$ cat src/rtl/fn_to_rec_fn_pkg.sv
// Shared types and constants for the IEEE-to-recoded float converter.
// Holds the sequencer state, input classification and recoded exponent class codes.
package fn_to_rec_fn_pkg;

    typedef enum logic [1:0] {
        IDLE,
        NORM,
        DONE
    } convState_t;

    typedef enum logic [2:0] {
        CLASS_NORMAL,
        CLASS_SUBNORMAL,
        CLASS_ZERO,
        CLASS_INF,
        CLASS_NAN
    } fnClass_t;

    // Top three bits of the recoded exponent for the special classes.
    localparam logic [2:0] REC_ZERO = 3'b000;
    localparam logic [2:0] REC_INF  = 3'b110;
    localparam logic [2:0] REC_NAN  = 3'b111;

    function automatic logic [31:0] recBias(input int unsigned expWidth);
        return 32'd1 << (expWidth - 1);
    endfunction

endpackage

$ cat src/rtl/rec_fn_pack.sv
// Combinational packer: classified sign/exp/fract (plus subnormal shift count) -> recoded word.
// Zero latency; no flow control, output follows inputs.
module rec_fn_pack
    import fn_to_rec_fn_pkg::*;
#(
    parameter int expWidth  = 8,
    parameter int sigWidth  = 24,
    parameter int distWidth = $clog2(sigWidth)
) (
    input  logic                       sign,
    input  fnClass_t                   fnClass,
    input  logic [expWidth-1:0]        exp,
    input  logic [distWidth-1:0]       normDist,
    input  logic [sigWidth-2:0]        fract,
    output logic [expWidth+sigWidth:0] recWord
);

    localparam int recWidth = expWidth + 1;
    localparam logic [expWidth:0] BIAS    = recWidth'(recBias(expWidth));
    localparam logic [expWidth:0] EXP_ONE = recWidth'(1);
    localparam logic [expWidth:0] EXP_TWO = recWidth'(2);

    logic [expWidth:0]   recExp;
    logic [sigWidth-2:0] recFract;
    logic [expWidth:0]   distExt;

    assign distExt = recWidth'(normDist);

    always_comb begin
        recExp   = '0;
        recFract = '0;
        case (fnClass)
            CLASS_NORMAL: begin
                recExp   = {1'b0, exp} + BIAS + EXP_ONE;
                recFract = fract;
            end
            CLASS_SUBNORMAL: begin
                // fract arrives normalised (MSB set); the MSB becomes the hidden bit.
                recExp   = (distExt ^ {recWidth{1'b1}}) + BIAS + EXP_TWO;
                recFract = {fract[sigWidth-3:0], 1'b0};
            end
            CLASS_ZERO: begin
                recExp   = {REC_ZERO, {(expWidth-2){1'b0}}};
            end
            CLASS_INF: begin
                recExp   = {REC_INF, {(expWidth-2){1'b0}}};
            end
            CLASS_NAN: begin
                recExp   = {REC_NAN, {(expWidth-2){1'b0}}};
                recFract = fract;
            end
            default: begin
                recExp   = '0;
                recFract = '0;
            end
        endcase
    end

    assign recWord = {sign, recExp, recFract};

endmodule

$ cat src/rtl/fn_to_rec_fn_seq.sv
// Go/done IEEE-to-recoded converter; 1 cycle for normal/special, normDist+2 for subnormals.
// go is only sampled in IDLE; no stall on the output, done is a one-cycle pulse with out held after.
module fn_to_rec_fn_seq
    import fn_to_rec_fn_pkg::*;
#(
    parameter int expWidth = 8,
    parameter int sigWidth = 24
) (
    input  logic                         clk,
    input  logic                         reset,
    input  logic                         go,
    input  logic [expWidth+sigWidth-1:0] in_,
    output logic [expWidth+sigWidth:0]   out,
    output logic                         done
);

    localparam int distWidth = $clog2(sigWidth);

    convState_t            state;
    logic                  signReg;
    logic [expWidth-1:0]   expReg;
    logic [sigWidth-2:0]   fractReg;
    logic [distWidth-1:0]  normDist;

    logic                  inSign;
    logic [expWidth-1:0]   inExp;
    logic [sigWidth-2:0]   inFract;
    fnClass_t              inClass;

    logic                  packSign;
    fnClass_t              packClass;
    logic [expWidth-1:0]   packExp;
    logic [distWidth-1:0]  packDist;
    logic [sigWidth-2:0]   packFract;
    logic [expWidth+sigWidth:0] packWord;

    assign inSign  = in_[expWidth+sigWidth-1];
    assign inExp   = in_[expWidth+sigWidth-2 -: expWidth];
    assign inFract = in_[sigWidth-2:0];

    always_comb begin
        inClass = CLASS_NORMAL;
        if (inExp == '1) begin
            inClass = (inFract == '0) ? CLASS_INF : CLASS_NAN;
        end else if (inExp == '0) begin
            inClass = (inFract == '0) ? CLASS_ZERO : CLASS_SUBNORMAL;
        end
    end

    // The packer serves the IDLE fast path from the live input and the NORM exit from the registers.
    always_comb begin
        packSign  = inSign;
        packClass = inClass;
        packExp   = inExp;
        packDist  = '0;
        packFract = inFract;
        if (state == NORM) begin
            packSign  = signReg;
            packClass = CLASS_SUBNORMAL;
            packExp   = expReg;
            packDist  = normDist;
            packFract = fractReg;
        end
    end

    rec_fn_pack #(
        .expWidth  (expWidth),
        .sigWidth  (sigWidth),
        .distWidth (distWidth)
    ) u_pack (
        .sign     (packSign),
        .fnClass  (packClass),
        .exp      (packExp),
        .normDist (packDist),
        .fract    (packFract),
        .recWord  (packWord)
    );

    always_ff @(posedge clk) begin
        if (reset) begin
            state    <= IDLE;
            out      <= '0;
            done     <= 1'b0;
            signReg  <= 1'b0;
            expReg   <= '0;
            fractReg <= '0;
            normDist <= '0;
        end else begin
            done <= 1'b0;
            case (state)
                IDLE: begin
                    if (go) begin
                        signReg  <= inSign;
                        expReg   <= inExp;
                        fractReg <= inFract;
                        normDist <= '0;
                        if (inClass == CLASS_SUBNORMAL) begin
                            state <= NORM;
                        end else begin
                            out   <= packWord;
                            done  <= 1'b1;
                            state <= DONE;
                        end
                    end
                end
                NORM: begin
                    if (fractReg[sigWidth-2]) begin
                        out   <= packWord;
                        done  <= 1'b1;
                        state <= DONE;
                    end else begin
                        fractReg <= fractReg << 1;
                        normDist <= normDist + distWidth'(1);
                    end
                end
                DONE: begin
                    state <= IDLE;
                end
                default: begin
                    state <= IDLE;
                end
            endcase
        end
    end

endmodule
$ cat config.mk
export PLATFORM = sky130hd
export DESIGN_NAME = fn_to_rec_fn_seq
export DESIGN_NICKNAME = d
export VERILOG_FILES = /design/src/rtl/fn_to_rec_fn_pkg.sv /design/src/rtl/rec_fn_pack.sv /design/src/rtl/fn_to_rec_fn_seq.sv
export SDC_FILE = /design/constraint.sdc
export NUM_CORES = 1
export LEC_CHECK = 0
export BUFFER_PORTS_ARGS = -buffer_cell sky130_fd_sc_hd__buf_2
export CAP_MARGIN = 20
export CORE_AREA = 2 2 113 115
export CTS_CLUSTER_SIZE = 16
export DETAILED_ROUTE_END_ITERATION = 10
export DIE_AREA = 0 0 115 117
export PLACE_DENSITY = 0.61
export SYNTH_ARGS = -nofsm -noshare
export SYNTH_HDL_FRONTEND = slang
export SYNTH_SLANG_ARGS = --single-unit
$ cat constraint.sdc
create_clock -name clk -period 2.25 [get_ports clk]
set_clock_uncertainty 0.2 [all_clocks]
set_input_delay 0.1125 -clock clk [delete_from_list [all_inputs] [get_ports clk]]
set_output_delay 0.1125 -clock clk [all_outputs]
set_load 0.02 [all_outputs]
# After elaboration in Yosys (flattened, before gate mapping)
# Cells that the tools add are included.
[totals]
word_cells = 64
register_bits = 73
input_bits = 35
[classes]
addsub = 5
eq_ne = 10
mux = 29
bitwise = 1
reduce_logical = 11
[op_table]
columns = ["cell", "n"]
rows = [
  ["$mux 33", 3],
  ["$pmux 23 s2", 2],
  ["$mux 23", 3],
  ["$pmux 33 s2", 1],
  ["$pmux 9 s4", 1],
  ["$logic_not 23->1", 1],
  ["$mux 5", 3],
  ["$mux 2", 5],
  ["$pmux 5 s2", 1],
  ["$add 8x8->9 const B", 1],
  ["$add 9x1->9 const B", 1],
  ["$add 9x2->9 const B", 1],
  ["$add 9x8->9 const B", 1],
  ["$mux 3", 3],
  ["$not 5->9", 1],
  ["$eq 8x8->1 const B", 1],
  ["$logic_not 8->1", 1],
  ["$mux 8", 1],
  ["$ne 2x2->1 const B", 4],
  ["$eq 3x1->1 const B", 2],
  ["$reduce_and 2->1", 3],
  ["$add 5x1->5 const B", 1],
  ["$mux 1", 4],
  ["$pmux 2 s2", 1],
  ["10 further kinds", 10],
]

# Depth between registers and ports, before layout
[depth]
depth_word = 11
mapped_depth = 11
depth_no_buf = 9

# Hierarchy
# Synthesis repeated with hierarchy kept, for this count alone.
[unflattened]
cells_unflattened = 537
area_unflattened_um2 = 4175.3
[by_module_without_submodules]
columns = ["mod", "area_each_um2", "cells_per_inst", "n_inst", "seq_area_each_um2"]
rows = [
  ["fn_to_rec_fn_seq", 3627.2, 461, 1, 1461.4],
  ["rec_fn_pack", 548.0, 76, 1, 0.0],
]

# Worst setup path before layout
# OpenSTA, ideal clock, no wires.
[synth_timing]
kind = "flip-flop to flip-flop"
startpoint = "register state[0]"
endpoint = "register out[27]"
setup_ns = 0.117
synth_period_minus_slack_ns = 2.227
arrival_time_ns = 1.911
setup_slack_ns = 0.023
n_path_buf = 3
path_stages_with_launch = 12
path_cell_list = "dfxtp_1 nor2b_1 buf_2 buf_2 buf_4 a21o_1 ha_1 nand2_1 a21oi_1 xnor2_1 o21ai_0 a22o_1"
[synth_between]
elab_chain_cells = 9
elab_cells_between_ends = 24
cone_classes = "add/sub: 4; eq/ne: 7; mux: 8; bitwise: 1; reduce/logical: 4"
[synth_lines]
columns = ["item", "line_no", "source"]
rows = [
  ["start, declared", "fn_to_rec_fn_seq.sv:19", "convState_t state;"],
  ["start signal, assigned", "fn_to_rec_fn_seq.sv:81", "state <= IDLE;"],
  ["start signal, assigned", "fn_to_rec_fn_seq.sv:98", "state <= NORM;"],
  ["start signal, assigned", "fn_to_rec_fn_seq.sv:102", "state <= DONE;"],
  ["$eq 2x1->1", "fn_to_rec_fn_seq.sv:57, fn_to_rec_fn_seq.sv:90", ""],
  ["$mux 5", "fn_to_rec_fn_seq.sv:57", "if (state == NORM) begin"],
  ["$not 5->9 (no line)", "-", ""],
  ["$add 9x8->9", "rec_fn_pack.sv:39", "recExp = (distExt ^ {recWidth{1'b1}}) + BIAS + EXP_TWO;"],
  ["$add 9x2->9", "rec_fn_pack.sv:39", ""],
  ["$pmux 9 s4", "rec_fn_pack.sv:32", "case (fnClass)"],
  ["$mux 33", "fn_to_rec_fn_seq.sv:97", "if (inClass == CLASS_SUBNORMAL) begin"],
  ["$mux 33", "fn_to_rec_fn_seq.sv:92", "if (go) begin"],
  ["$pmux 33 s2", "fn_to_rec_fn_seq.sv:90", "case (state)"],
  ["end signal, assigned", "fn_to_rec_fn_seq.sv:100", "out <= packWord;"],
  ["end signal, assigned", "fn_to_rec_fn_seq.sv:108", "out <= packWord;"],
  ["end, declared", "fn_to_rec_fn_seq.sv:13", "output logic [expWidth+sigWidth:0] out,"],
]
# Parallel ways exist; a longest one is shown, timed or not. The select of a mux whose other input is x is not followed.
# A chain may end at the register's enable or synchronous reset.

# Final worst setup path
[layout_timing]
startpoint = "input in_[25]"
endpoint = "register out[21]"
[layout_between]
elab_chain_cells = 10
elab_cells_between_ends = 17
cone_classes = "eq/ne: 5; mux: 8; reduce/logical: 4"
[layout_lines]
columns = ["item", "line_no", "source"]
rows = [
  ["start, declared", "fn_to_rec_fn_seq.sv:12", "input logic [expWidth+sigWidth-1:0] in_,"],
  ["$logic_not 8->1", "fn_to_rec_fn_seq.sv:45", "end else if (inExp == '0) begin"],
  ["$mux 2", "fn_to_rec_fn_seq.sv:45", ""],
  ["$mux 3 (*)", "fn_to_rec_fn_seq.sv:43", "if (inExp == '1) begin"],
  ["$mux 3", "fn_to_rec_fn_seq.sv:57", ""],
  ["$eq 3x3->1 / $logic_not 3->1 (equally long branches)", "rec_fn_pack.sv:32", ""],
  ["$reduce_or 2->1 (no line)", "-", ""],
  ["$pmux 23 s2", "rec_fn_pack.sv:32", ""],
  ["$mux 33", "fn_to_rec_fn_seq.sv:97", ""],
  ["$mux 33", "fn_to_rec_fn_seq.sv:92", ""],
  ["$pmux 33 s2", "fn_to_rec_fn_seq.sv:90", ""],
]
# Every way passes the cells marked *; elsewhere a longest branch is shown, timed or not. The select of a mux whose other input is x is not followed.

==> flow_summary.ini <==
[outcome]
status = finished, final reports clean

[cells_and_area]
drive_gt1_share_pct = 22.76
synthToLayoutAreaGrowth_pct = 33.83
mostFrequentLayoutCells = 73 x dfxtp_1, 68 x buf_2, 65 x nand2_1
diodes = 0
final_nets = 569
final_common_cell = dfxtp_1

[flow_run]
maxCapViolations = 0

[die]
fp.dieW_um = 115
die_height_um = 117
ios = 69
rows = 41
core_mm2 = 0.01231
design.die.area_mm2 = 0.01346
initial_core_util_pct = 29.17

[timing]
drv_slew = 0
slew-limit-headroom_pct = 60.75
setup_tns_ps = 0
grt_setup_unrepaired = false
min_period_ps = 2147
fmax_mhz = 465.9
finalCritPeriodShare_pct = 95.40
worst_pin_slew_ps = 588.8
final_hold_viol_count = 0
final-setup-viol-count = 0

[worst_setup_path]
r2r_start = state[0]
cp_cell_sequence = buf_2 -> dlygate4sd3_1 -> buf_4 -> nand3_1 -> or3_1 -> nor3_4 -> nor3_2 -> buf_12 -> a22o_2
end_kind = flip-flop
worstSetupPathType = in -> reg
crit_start = in_[25]
path_max_fanout = 21
cp_num_buf_inv = 4
timing.rr.end = out[27]
cp-start-kind = input port
rr_worst_depth = 8
reg2reg_setup_slack_ps = 140
required_ps = 2280
slowest_stage = dlygate4sd3_1
slowest_delay_ps = 550
critPathTopFamily = buffers and inverters
worst_ep_arrival_time_ps = 2180

[detailed_routing]
drtPass1Iterations = 5
vias_per_cell = 5.121
drt.antenna.violating_nets = 0
drt_iter0_markers = 156
drc = 0
via_count = 3513
wl_per_cell_um = 15.62
wl_mm = 10.72

[clock_tree]
cts_made_buffers = 9
cts_resized = 0
cts_sinks = 73
cts_tree = done
htree_num_levels = 3
cts-root-buf = clkbuf_16
clk_pin_slew_ps = 60
clk_latency_ps = 340
cts_buffer_depth = 2

[global_route]
grt_first_pass_wirelength_mm = 17.31
grt_overflow = 0
groute.usage.overall_pct = 16.60
antenna_found_initial = 0
grt_pass1_vias = 3470
grt_start_max_net_pins = 52

[power_and_ir_drop]
power.sequential.fraction_pct = 41.0
pwr-share-comb_pct = 13.9
p_total_uw = 3496
switchingPower_uw = 905.5
p_sw_share_pct = 25.90
p_leak_uw = 0.002130
power_density_mw_per_mm2 = 727.4
clkPwrFrac_pct = 45.1
ir_drop_v = 0.0003229
power.internal_uw = 2590

[hold_path]
hold_class = in -> reg
hold-path-cell-count = 4
min-delay-start = in_[27]
holdPathEnd = expReg[4]

[synthesis]
ys_warn_count = 0
syn_nets = 468
synth.avg_cell_area_um2 = 8.351
synth_area_mm2 = 0.003591
seq_area_frac_synth_pct = 40.70
synth_cell_type_count = 51
synthArstFlopShare_pct = 0
synth_edf_count = 0
synth_seq_cells = 73
synthCells = 430
synth_ff_type = dfxtp_1

[placement]
place.gp.congestion = 0.8940
io_buffers = 68
hpwl_mm = 7.214
-- cells in the mapped netlist, drive strengths merged (3+ instances only) --
cell     n  area, um2
nand4    8      50.05
a211oi   3      22.52
nand3    5      30.03
nor4     7      73.82
a22oi    4      30.03
o21ai   27      146.4
nand2   65      244.0
clkbuf  14      52.55
xor2     5      43.79
a22o    23      202.7
dfxtp   73       1461
o22ai   20      125.1
mux2i   26      260.3
nor2    45      168.9
nor3    31      171.4
buf     18      116.4
ha       3      37.54
xnor2    4      35.03
a21oi   24      135.1
-- worst register-to-register path, delay by kind of cell, from the launching register on --
kind | cells | cell delay, ps
AO/OA/AOI/OAI | 4 | 610
adder cells (fa/ha/maj) | 1 | 190
flip-flops | 1 | 390
XOR/XNOR | 1 | 160
AND/OR/NAND/NOR | 2 | 450
-- layer usage --
| metal | track usage (%) | share of wire (%) | vias up |
|---|---|---|---|
| li1 | - | - | 1753 |
| met1 | 20.45 | 44 | 1618 |
| met2 | 27.61 | 47 | 125 |
| met3 | 4.995 | 7.3 | 17 |
| met4 | 6.024 | 1.8 | 0 |
| met5 | 0 | 0 | - |
-- flip-flops by register name, indices dropped and copies added (netlist names) --
signal,flops
out,33
fractReg,23
signReg,1
expReg,8
done,1
normDist,5
state,2
-- power by group through the flow --
stage / Sequential [uW] / Combinational (uW) / Clock, uW
finish: 1430 / 484 / 1580
detailed placement: 1460 / 439 / 0
global placement: 1460 / 432 / 0
global route: 1440 / 532 / 1670
floorplan: 1500 / 221 / 0
CTS: 1430 / 479 / 1610
-- worst max-delay path by stage --
stage / slack [ps] / end / cells after the start
2_1_floorplan: 20 / out[27] / 11
3_3_place_gp: 30 / out[21] / 8
3_5_place_dp: 1 / out[7] / 5
4_1_cts: 50 / out[7] / 4
5_1_grt: 6 / out[27] / 8
6_report: 100 / out[21] / 9
-- area by class of cell --
class / count / area [um2]
fill: 1256 / 7506
multi-input combinational: 323 / 1956
sequential: 73 / 1461
inverter: 1 / 3.754
clock inverter: 6 / 90.09
tap: 150 / 187.7
timing repair buffer: 123 / 868.3
clock buffer: 10 / 239.0
-- metrics by stage --
stage          utilization [%]  hold WS, ps  setup slack (ps)  instance area (um2)  std cells
2_1_floorplan                -        48.46             22.65                 3591        430
3_3_place_gp             33.96        174.4             30.57                 4182        641
5_1_grt                  39.03        17.24             5.847                 4806        686
3_5_place_dp             33.96        175.0             1.038                 4182        641
6_report                 39.03        4.960             103.5                 4806        686
4_1_cts                  38.91       0.4386             45.15                 4791        685
-- what timing repair did --
item	in CTS	in global routing
hold buffers	28	0
setup buffers	0	0
endpoints found under the hold margin	29	0
-- cells by family after synthesis --
| group | count (synthesis) | share of synthesized area, % |
|---|---|---|
| flops | 73 | 40.70 |
| buf+inv | 34 | 5.052 |
| simple gates | 171 | 22.34 |
| xor+xnor | 9 | 2.195 |
| fa+ha+maj | 3 | 1.045 |
| mux | 27 | 7.561 |
| compound gates | 113 | 21.12 |
Power figures use the tool's default switching activity.
